===== src/rtl/wbs_ctrl.sv =====
`default_nettype none
// ============================================================================
// wbs_ctrl : Wishbone debug slave for the ANN accelerator (regs, SRAMs, tree).
// Option   : WBS_DEBUG_GATE_EN blocks memory regions while wbs_debug=0.
// Revision : 1.0
// ============================================================================
module wbs_ctrl #(
  parameter int DATA_WIDTH = 11,
  parameter int LEAF_SIZE  = 8,
  parameter int PATCH_SIZE = 5,
  parameter int ROW_SIZE   = 24,
  parameter int COL_SIZE   = 17,
  parameter int K          = 4,
  parameter int NUM_LEAVES = 64,
  localparam int PW         = PATCH_SIZE * DATA_WIDTH,
  localparam int NUM_QUERYS = ROW_SIZE * COL_SIZE,
  localparam int QADDRW     = $clog2(NUM_QUERYS),
  localparam int LEAF_ADDRW = $clog2(NUM_LEAVES)
) (
  input  logic                        wb_clk_i,
  input  logic                        wb_rst_i,
  input  logic                        wbs_stb_i,
  input  logic                        wbs_cyc_i,
  input  logic                        wbs_we_i,
  input  logic [3:0]                  wbs_sel_i,
  input  logic [31:0]                 wbs_dat_i,
  input  logic [31:0]                 wbs_adr_i,
  output logic                        wbs_ack_o,
  output logic [31:0]                 wbs_dat_o,
  output logic                        wbs_mode,
  output logic                        wbs_debug,
  output logic                        wbs_qp_mem_csb0,
  output logic                        wbs_qp_mem_web0,
  output logic [QADDRW-1:0]           wbs_qp_mem_addr0,
  output logic [PW-1:0]               wbs_qp_mem_wpatch0,
  input  logic [PW-1:0]               wbs_qp_mem_rpatch0,
  output logic [LEAF_SIZE-1:0]        wbs_leaf_mem_csb0,
  output logic [LEAF_SIZE-1:0]        wbs_leaf_mem_web0,
  output logic [LEAF_ADDRW-1:0]       wbs_leaf_mem_addr0,
  output logic [63:0]                 wbs_leaf_mem_wleaf0,
  input  logic [LEAF_SIZE-1:0][63:0]  wbs_leaf_mem_rleaf0,
  output logic                        wbs_node_mem_web,
  output logic [31:0]                 wbs_node_mem_addr,
  output logic [31:0]                 wbs_node_mem_wdata,
  input  logic [31:0]                 wbs_node_mem_rdata
);

  localparam int BANKW = $clog2(LEAF_SIZE);

  typedef enum logic [1:0] {
    IDLE   = 2'd0,
    ACCESS = 2'd1,
    WAIT   = 2'd2,
    ACK    = 2'd3
  } state_t;

  state_t      state_q, state_d;
  logic [31:0] adr_q, adr_d;
  logic [31:0] dat_q, dat_d;
  logic [31:0] hold_q, hold_d;
  logic [31:0] rdat_q, rdat_d;
  logic        we_q, we_d;
  logic        mode_q, mode_d;
  logic        debug_q, debug_d;

  logic                 is_reg, is_qp, is_leaf, is_node, mem_ok;
  logic [BANKW-1:0]     bank;
  logic [LEAF_SIZE-1:0] leaf_sel;
  logic [63:0]          leaf_word;
  logic [31:0]          rd_word;

  assign is_reg   = (adr_q[31:24] == 8'h30);
  assign is_qp    = (adr_q[31:24] == 8'h31);
  assign is_leaf  = (adr_q[31:24] == 8'h32);
  assign is_node  = (adr_q[31:24] == 8'h34);
  assign bank     = adr_q[BANKW:1];
  assign leaf_sel = LEAF_SIZE'(1) << bank;
  assign leaf_word = wbs_leaf_mem_rleaf0[bank];

`ifdef WBS_DEBUG_GATE_EN
  assign mem_ok = debug_q;
`else
  assign mem_ok = 1'b1;
`endif

  // Memory address/data buses follow the registered request; strobes qualify them.
  assign wbs_qp_mem_addr0    = adr_q[QADDRW:1];
  assign wbs_qp_mem_wpatch0  = {dat_q[PW-33:0], hold_q};
  assign wbs_leaf_mem_addr0  = adr_q[BANKW+LEAF_ADDRW:BANKW+1];
  assign wbs_leaf_mem_wleaf0 = {dat_q, hold_q};
  assign wbs_node_mem_addr   = adr_q;
  assign wbs_node_mem_wdata  = dat_q;

  assign wbs_ack_o = (state_q == ACK);
  assign wbs_dat_o = rdat_q;
  assign wbs_mode  = mode_q;
  assign wbs_debug = debug_q;

  always_comb begin
    rd_word = '0;
    if (is_reg) begin
      if (adr_q[23:0] == 24'd0)      rd_word = {31'b0, mode_q};
      else if (adr_q[23:0] == 24'd1) rd_word = {31'b0, debug_q};
    end else if (mem_ok) begin
      if (is_qp)
        rd_word = adr_q[0] ? {{(64-PW){1'b0}}, wbs_qp_mem_rpatch0[PW-1:32]}
                           : wbs_qp_mem_rpatch0[31:0];
      else if (is_leaf)
        rd_word = adr_q[0] ? leaf_word[63:32] : leaf_word[31:0];
      else if (is_node)
        rd_word = wbs_node_mem_rdata;
    end
  end

  always_comb begin
    state_d = state_q;
    adr_d   = adr_q;
    dat_d   = dat_q;
    we_d    = we_q;
    hold_d  = hold_q;
    rdat_d  = rdat_q;
    mode_d  = mode_q;
    debug_d = debug_q;
    wbs_qp_mem_csb0   = 1'b1;
    wbs_qp_mem_web0   = 1'b1;
    wbs_leaf_mem_csb0 = '1;
    wbs_leaf_mem_web0 = '1;
    wbs_node_mem_web  = 1'b0;
    case (state_q)
      IDLE: begin
        if (wbs_cyc_i && wbs_stb_i) begin
          adr_d   = wbs_adr_i;
          dat_d   = wbs_dat_i;
          we_d    = wbs_we_i;
          state_d = ACCESS;
        end
      end
      ACCESS: begin
        if (we_q) begin
          state_d = ACK;
          rdat_d  = '0;
          if (is_reg && adr_q[23:0] == 24'd0) mode_d  = dat_q[0];
          if (is_reg && adr_q[23:0] == 24'd1) debug_d = dat_q[0];
          if (mem_ok) begin
            // Lower halves only park in the holding register; the upper half commits the word.
            if ((is_qp || is_leaf) && !adr_q[0]) hold_d = dat_q;
            if (is_qp && adr_q[0]) begin
              wbs_qp_mem_csb0 = 1'b0;
              wbs_qp_mem_web0 = 1'b0;
            end
            if (is_leaf && adr_q[0]) begin
              wbs_leaf_mem_csb0 = ~leaf_sel;
              wbs_leaf_mem_web0 = ~leaf_sel;
            end
            if (is_node) wbs_node_mem_web = 1'b1;
          end
        end else begin
          state_d = WAIT;
          if (mem_ok && is_qp)   wbs_qp_mem_csb0   = 1'b0;
          if (mem_ok && is_leaf) wbs_leaf_mem_csb0 = ~leaf_sel;
        end
      end
      WAIT: begin
        rdat_d  = rd_word;
        state_d = ACK;
      end
      ACK: begin
        state_d = IDLE;
      end
      default: state_d = IDLE;
    endcase
  end

  always_ff @(posedge wb_clk_i or posedge wb_rst_i) begin
    if (wb_rst_i) begin
      state_q <= IDLE;
      adr_q   <= '0;
      dat_q   <= '0;
      we_q    <= 1'b0;
      hold_q  <= '0;
      rdat_q  <= '0;
      mode_q  <= 1'b0;
      debug_q <= 1'b0;
    end else begin
      state_q <= state_d;
      adr_q   <= adr_d;
      dat_q   <= dat_d;
      we_q    <= we_d;
      hold_q  <= hold_d;
      rdat_q  <= rdat_d;
      mode_q  <= mode_d;
      debug_q <= debug_d;
    end
  end

  logic unused_ok;
  assign unused_ok = &{1'b0, wbs_sel_i, (K != 0)};

endmodule
`default_nettype wire


===== config.mk =====
export PLATFORM = sky130hd
export DESIGN_NAME = wbs_ctrl
export DESIGN_NICKNAME = d
export VERILOG_FILES = /design/src/rtl/wbs_ctrl.sv
export SDC_FILE = /design/constraint.sdc
export NUM_CORES = 1
export LEC_CHECK = 0
export ABC_AREA = 1
export ABC_CLOCK_PERIOD_IN_PS = 5400
export CORE_AREA = 2 2 363 365
export CTS_CLUSTER_SIZE = 24
export DETAILED_ROUTE_END_ITERATION = 12
export DIE_AREA = 0 0 365 367
export HOLD_SLACK_MARGIN = 0.1
export SYNTH_ARGS = -nofsm -noshare
export SYNTH_HDL_FRONTEND = slang
export SYNTH_SLANG_ARGS = --single-unit

===== constraint.sdc =====
create_clock -name wb_clk_i -period 5.4 [get_ports wb_clk_i]
set_input_delay 1.08 -clock wb_clk_i [delete_from_list [all_inputs] [get_ports wb_clk_i]]
set_output_delay 1.08 -clock wb_clk_i [all_outputs]
set_load 0.05 [all_outputs]

# Word-level counts from Yosys, hierarchy flattened
# Index checks and enable logic that the tools add are counted.
# W data, S select, Z words.
[word_totals] inputBits=672 out_inout_bits=252 word_cells=67 regBits=133
[classes] bitwise=1 n_reduce_logical=16 mux=30 n_shift=1 n_lt_le_gt_ge=1 eq_ne=10
[ops] operator="$mux W32" count=8
[ops] operator="$bmux W64 S3" count=1
[ops] operator="$mux W64" count=1
[ops] operator="$pmux W32 S2" count=1
[ops] operator="$mux W8" count=6
[ops] operator="$eq A8 B6 Y1 const B" count=4
[ops] operator="$eq A24 B1 Y1 const B" count=1
[ops] operator="$logic_not A24 Y1" count=1
[ops] operator="$mux W1" count=11
[ops] operator="$reduce_and A3 Y1" count=3
[ops] operator="$not A8 Y8" count=1
[ops] operator="$pmux W2 S4" count=1
[ops] operator="$shl A1 B3 Y8 const A" count=1
[ops] operator="$logic_and A1 B1 Y1" count=6
[ops] operator="$eq A2 B2 Y1 const B" count=2
[ops] operator="$lt A3 B4 Y1 const B" count=1
[ops] operator="$ne A2 B2 Y1 const B" count=2
[ops] operator="$reduce_and A2 Y1" count=2
[ops] operator="$eq A2 B1 Y1 const B" count=1
[ops] operator="$logic_not A2 Y1" count=1
[ops] operator="$mux W2" count=1
[ops] operator="$reduce_bool A2 Y1" count=1
[ops] operator="$logic_not A1 Y1" count=1
[ops] operator="$logic_or A1 B1 Y1" count=1

# Depth between registers and ports, before layout
[logic_depth] depth_word=7 depth_mapped=14 depth_no_buf=11

# Worst setup path after synthesis
# Ideal clock, no wire load.
[synth_timing] path_kind="flip-flop to output port" startpoint="register adr_q[26] (netlist: wbs_node_mem_addr[26])" endpoint="output wbs_leaf_mem_web0[1]" n_path_buf=1 path_stages_with_launch=7 path_slack_ns=2.111 t_arrival_ns=2.209 cell_sequence="dfrtp_1 -> buf_2 -> or2_1 -> nor4_4 -> inv_2 -> nor3_4 -> nand3_1"
[synth_via] elab_chain_cells=5
[synth_rtl] element="start, declared" line="58" source="logic [31:0] adr_q, adr_d;"
[synth_rtl] element="start signal, assigned" line="186" source="adr_q <= adr_d;"
[synth_rtl] element="$eq A8 B6 Y1" line="74" source="assign is_leaf = (adr_q[31:24] == 8'h32);"
[synth_rtl] element="$logic_and A1 B1 Y1" line="151" source="if (is_leaf && adr_q[0]) begin"
[synth_rtl] element="$mux W8" line="151"
[synth_rtl] element="$mux W8" line="139" source="if (we_q) begin"
[synth_rtl] element="$mux W8" line="129" source="case (state_q)"
[synth_rtl] element="end, declared" line="38" source="output logic [LEAF_SIZE-1:0] wbs_leaf_mem_web0,"
# Every way passes these cells.

# Worst setup path after layout
[layout_timing] startpoint="register adr_q[0] (netlist: wbs_node_mem_addr[0])" endpoint="output wbs_leaf_mem_csb0[1]"
[layout_via] elab_chain_cells=4
[layout_rtl] element="$logic_and A1 B1 Y1" line="151"
[layout_rtl] element="$mux W8" line="151"
[layout_rtl] element="$mux W8" line="139"
[layout_rtl] element="$mux W8" line="129"
[layout_rtl] element="end, declared" line="37" source="output logic [LEAF_SIZE-1:0] wbs_leaf_mem_csb0,"
# Every way passes these cells.

==> run summary <==
outcome: complete, no violations
beginning of the worst hold path: wbs_dat_o[23]$_DFFE_PP0P_
worst-skew pair later-pin latency: 0.51 ns
hold buffer count at CTS: 0
clock sink total: 133
M1 GR Usage: 0.207
Vias per Instance: 3.67
met3 Use GR: 0.0648
CP Launch Type: flip-flop
fin area: 22900 µm²
first-pass GRT wire length: 152000 µm
Die Footprint: 134000 µm²
Least-Margin Pin Slew: 1.07 ns
1st-iter DRT viols: 1031
cell area after synthesis: 11900 µm²
CP required: 4.32 ns
main combinational cell family by area after synthesis: simple AND/OR/NAND/NOR gates
slew margin rel.: 0.289
Worst-path clk slew: 0.07 ns
Lkg Pwr: 0.00988 µW
Die X: 365 µm
dpl cell area: 22300 µm²
TNS Setup: 0 ns
Die Y: 367 µm
number of global-route vias before repair: 16400
Clock Skew: 0.0162 ns
GR Overflow Total: 0
post-synth net total: 2747
arrival time of the worst setup path: 3.61 ns
RSZ-0062 raised after global routing: no
WL final: 120000 µm
First-pass DRT Iterations: 5
DRC violations left: 0
worst min path class: reg2reg
share of layout cells above drive strength 1: 0.0374
clock root buffer: clkbuf_16
Num CTS Buffers: 17
DRT antenna net count: 0
CTS resizes: 0
Mapped Cells: 2070
hpwl dp: 101000 µm
final core occ: 0.176
Syn Area/Cell: 5.74 µm²
fmax: 0.213 GHz
# Max-Cap Violations: 0
initial antenna violation count: 78
element type at the critical path end: output port
XOR/XNOR Fraction of Synth Area: 0
Max Slew Vio Count: 0
synth unique cells: 25
area of the core: 130000 µm²
Synth Area in Compound Gates: 0.0521
drt wl/cell: 26.3 µm
Seq/Total Area, Yosys: 0.280
Starting Density: 0.0911
Setup CP Type: reg2out
Synth Register Bits: 133
Post-Synth Adder-Cell Area: 0.00526
number of vias after detailed routing: 16800
R2R setup slack: 2.03 ns
post-CTS setup buffer count: 0
Port Buffers: 919
power density cells: 491 nW/µm²
largest net degree at the start of global routing: 151
r2r startpoint: wbs_node_mem_addr[1]$_DFFE_PP0P_
Top Usage Layer GRT: met2
Critical Path Fanout Max: 30
Period minus WS final: 4.69 ns
global-route usage over all layers: 0.173
Tcrit/Tclk final: 0.869
Final nets: 3474
clk buf depth: 2
Hold Path Stages: 2
Setup Viol. Count Final: 0
hold endpoint: wbs_dat_o[23]$_DFFE_PP0P_
final hold violations: 0
Layout area overhead: 92.9%
multiplexer share of the synthesized area: 0.0227
gp weighted congestion: 0.878
post-synthesis simple-gate area fraction: 0.500
Reg2Reg Depth: 12
M2 GR Usage: 0.282
CTS tree: yes
synth warn: 0
total I/O pin count: 924
Worst R2R End: wbs_dat_o[18]$_DFFE_PP0P_
peak supply drop: 0.431 mV
num rows: 133
htree depth: 4
-- worst max path at each step --
| stage | to | depth (start not counted) | start | slack, ns |
|---|---|---|---|---|
| floorplan | hold_q[0]$_DFFE_PP0P_ | 1 | wb_rst_i | 0.77 |
| global placement | wbs_leaf_mem_csb0[3] | 6 | wbs_node_mem_addr[0]$_DFFE_PP0P_ | 1.32 |
| detailed placement | wbs_leaf_mem_csb0[1] | 6 | wbs_node_mem_addr[0]$_DFFE_PP0P_ | 1.15 |
| CTS | wbs_leaf_mem_csb0[1] | 6 | wbs_node_mem_addr[0]$_DFFE_PP0P_ | 0.59 |
| global route | wbs_leaf_mem_csb0[1] | 6 | wbs_node_mem_addr[0]$_DFFE_PP0P_ | 0.57 |
| finish | wbs_leaf_mem_csb0[1] | 6 | wbs_node_mem_addr[0]$_DFFE_PP0P_ | 0.71 |
-- where the power goes --
group	internal (µW)	switching [µW]	leakage [µW]	total (µW)
registers	1260	509	0.00167	1770
clock network	662	601	0.000300	1260
logic	2300	5920	0.00791	8220
total	4230	7030	0.00988	11300
-- metal layers --
metal,routed length [µm],vias to the layer above
met5,436,-
met3,11900,171
met4,3530,70
met1,49100,7912
met2,55400,769
li1,-,7893
-- through the flow --
| step | total power (µW) | instances | setup slack [ns] | hold WS (ns) |
|---|---|---|---|---|
| after floorplan | 6350 | 2070 | 0.766 | 0.503 |
| after global placement | 10200 | 4533 | 1.32 | 0.464 |
| after detailed placement | 10200 | 4533 | 1.15 | 0.465 |
| after CTS | 11600 | 4565 | 0.593 | 0.489 |
| after global routing | 11900 | 4575 | 0.571 | 0.511 |
| final | 11300 | 4582 | 0.707 | 0.484 |
-- worst max-delay path: stages, from the launching register on --
cell and delay (ns):
dfrtp_4 0.42, clkinv_2 0.57, a21oi_1 0.68, inv_1 0.12
nor2_2 0.40, nand3_1 0.17, clkdlybuf4s50_1 0.75
-- cell type report --
cell class,instances,area [µm²]
Fill cell,15000,108000
Timing Repair Buffer,944,9420
Multi-Input combinational cell,1611,6950
Sequential cell,133,3340
Tap cell,1755,2200
Clock buffer,17,425
Inverter,90,357
Clock inverter,15,188
Antenna cell,17,42.5
-- flip-flops by register name, summed over array words and instances, names as in the netlist --
| signal | cells |
|---|---|
| state_q | 2 |
| wbs_node_mem_addr | 32 |
| hold_q | 32 |
| we_q | 1 |
| wbs_mode | 1 |
| wbs_debug | 1 |
| wbs_dat_o | 32 |
| wbs_node_mem_wdata | 32 |
-- cells in the mapped netlist --
master | number | area share
o21ai_0 | 6 | 0.0025
nor4_4 | 1 | 0.0018
buf_1 | 14 | 0.0044
nand4_1 | 90 | 0.047
or2_1 | 1 | 0.00053
nor3b_1 | 2 | 0.0013
clkinv_1 | 2 | 0.00063
a21oi_1 | 55 | 0.023
ha_1 | 5 | 0.0053
clkbuf_1 | 83 | 0.026
dfrtp_1 | 133 | 0.28
nand3_1 | 134 | 0.056
o21ai_4 | 1 | 0.0014
a31oi_1 | 22 | 0.012
buf_2 | 36 | 0.015
inv_1 | 83 | 0.026
o21ai_1 | 32 | 0.013
buf_4 | 103 | 0.065
mux2_2 | 24 | 0.023
nand2_1 | 1157 | 0.37
inv_2 | 5 | 0.0016
nor2_2 | 2 | 0.0011
nor2_1 | 73 | 0.023
nor3_4 | 1 | 0.0014
nor3_1 | 5 | 0.0021
-- logic make-up (layout without fill, tap and decap cells) --
kind of cell	after synthesis	count (layout)
and+or+nand+nor	1466	1466
DFF	133	133
adders and majority gates	5	5
buffers and inverters	326	1066
AOI/OAI and AO/OA	116	116
muxes	24	24
other	0	17
-- placed cells by master, fill, tap and decap left out, drive strengths merged --
cell	instances
nand2	1157
dfrtp	133
nor4	1
clkinv	11
nor3	6
diode	17
inv	93
bufinv	1
nor3b	2
mux2	24
clkbuf	17
a31oi	22
nand4	90
buf	27
a21oi	55
clkdlybuf4s50	917
nor2	75
or2	1
o21ai	39
ha	5
nand3	134
Power figures use the tool's default switching activity.
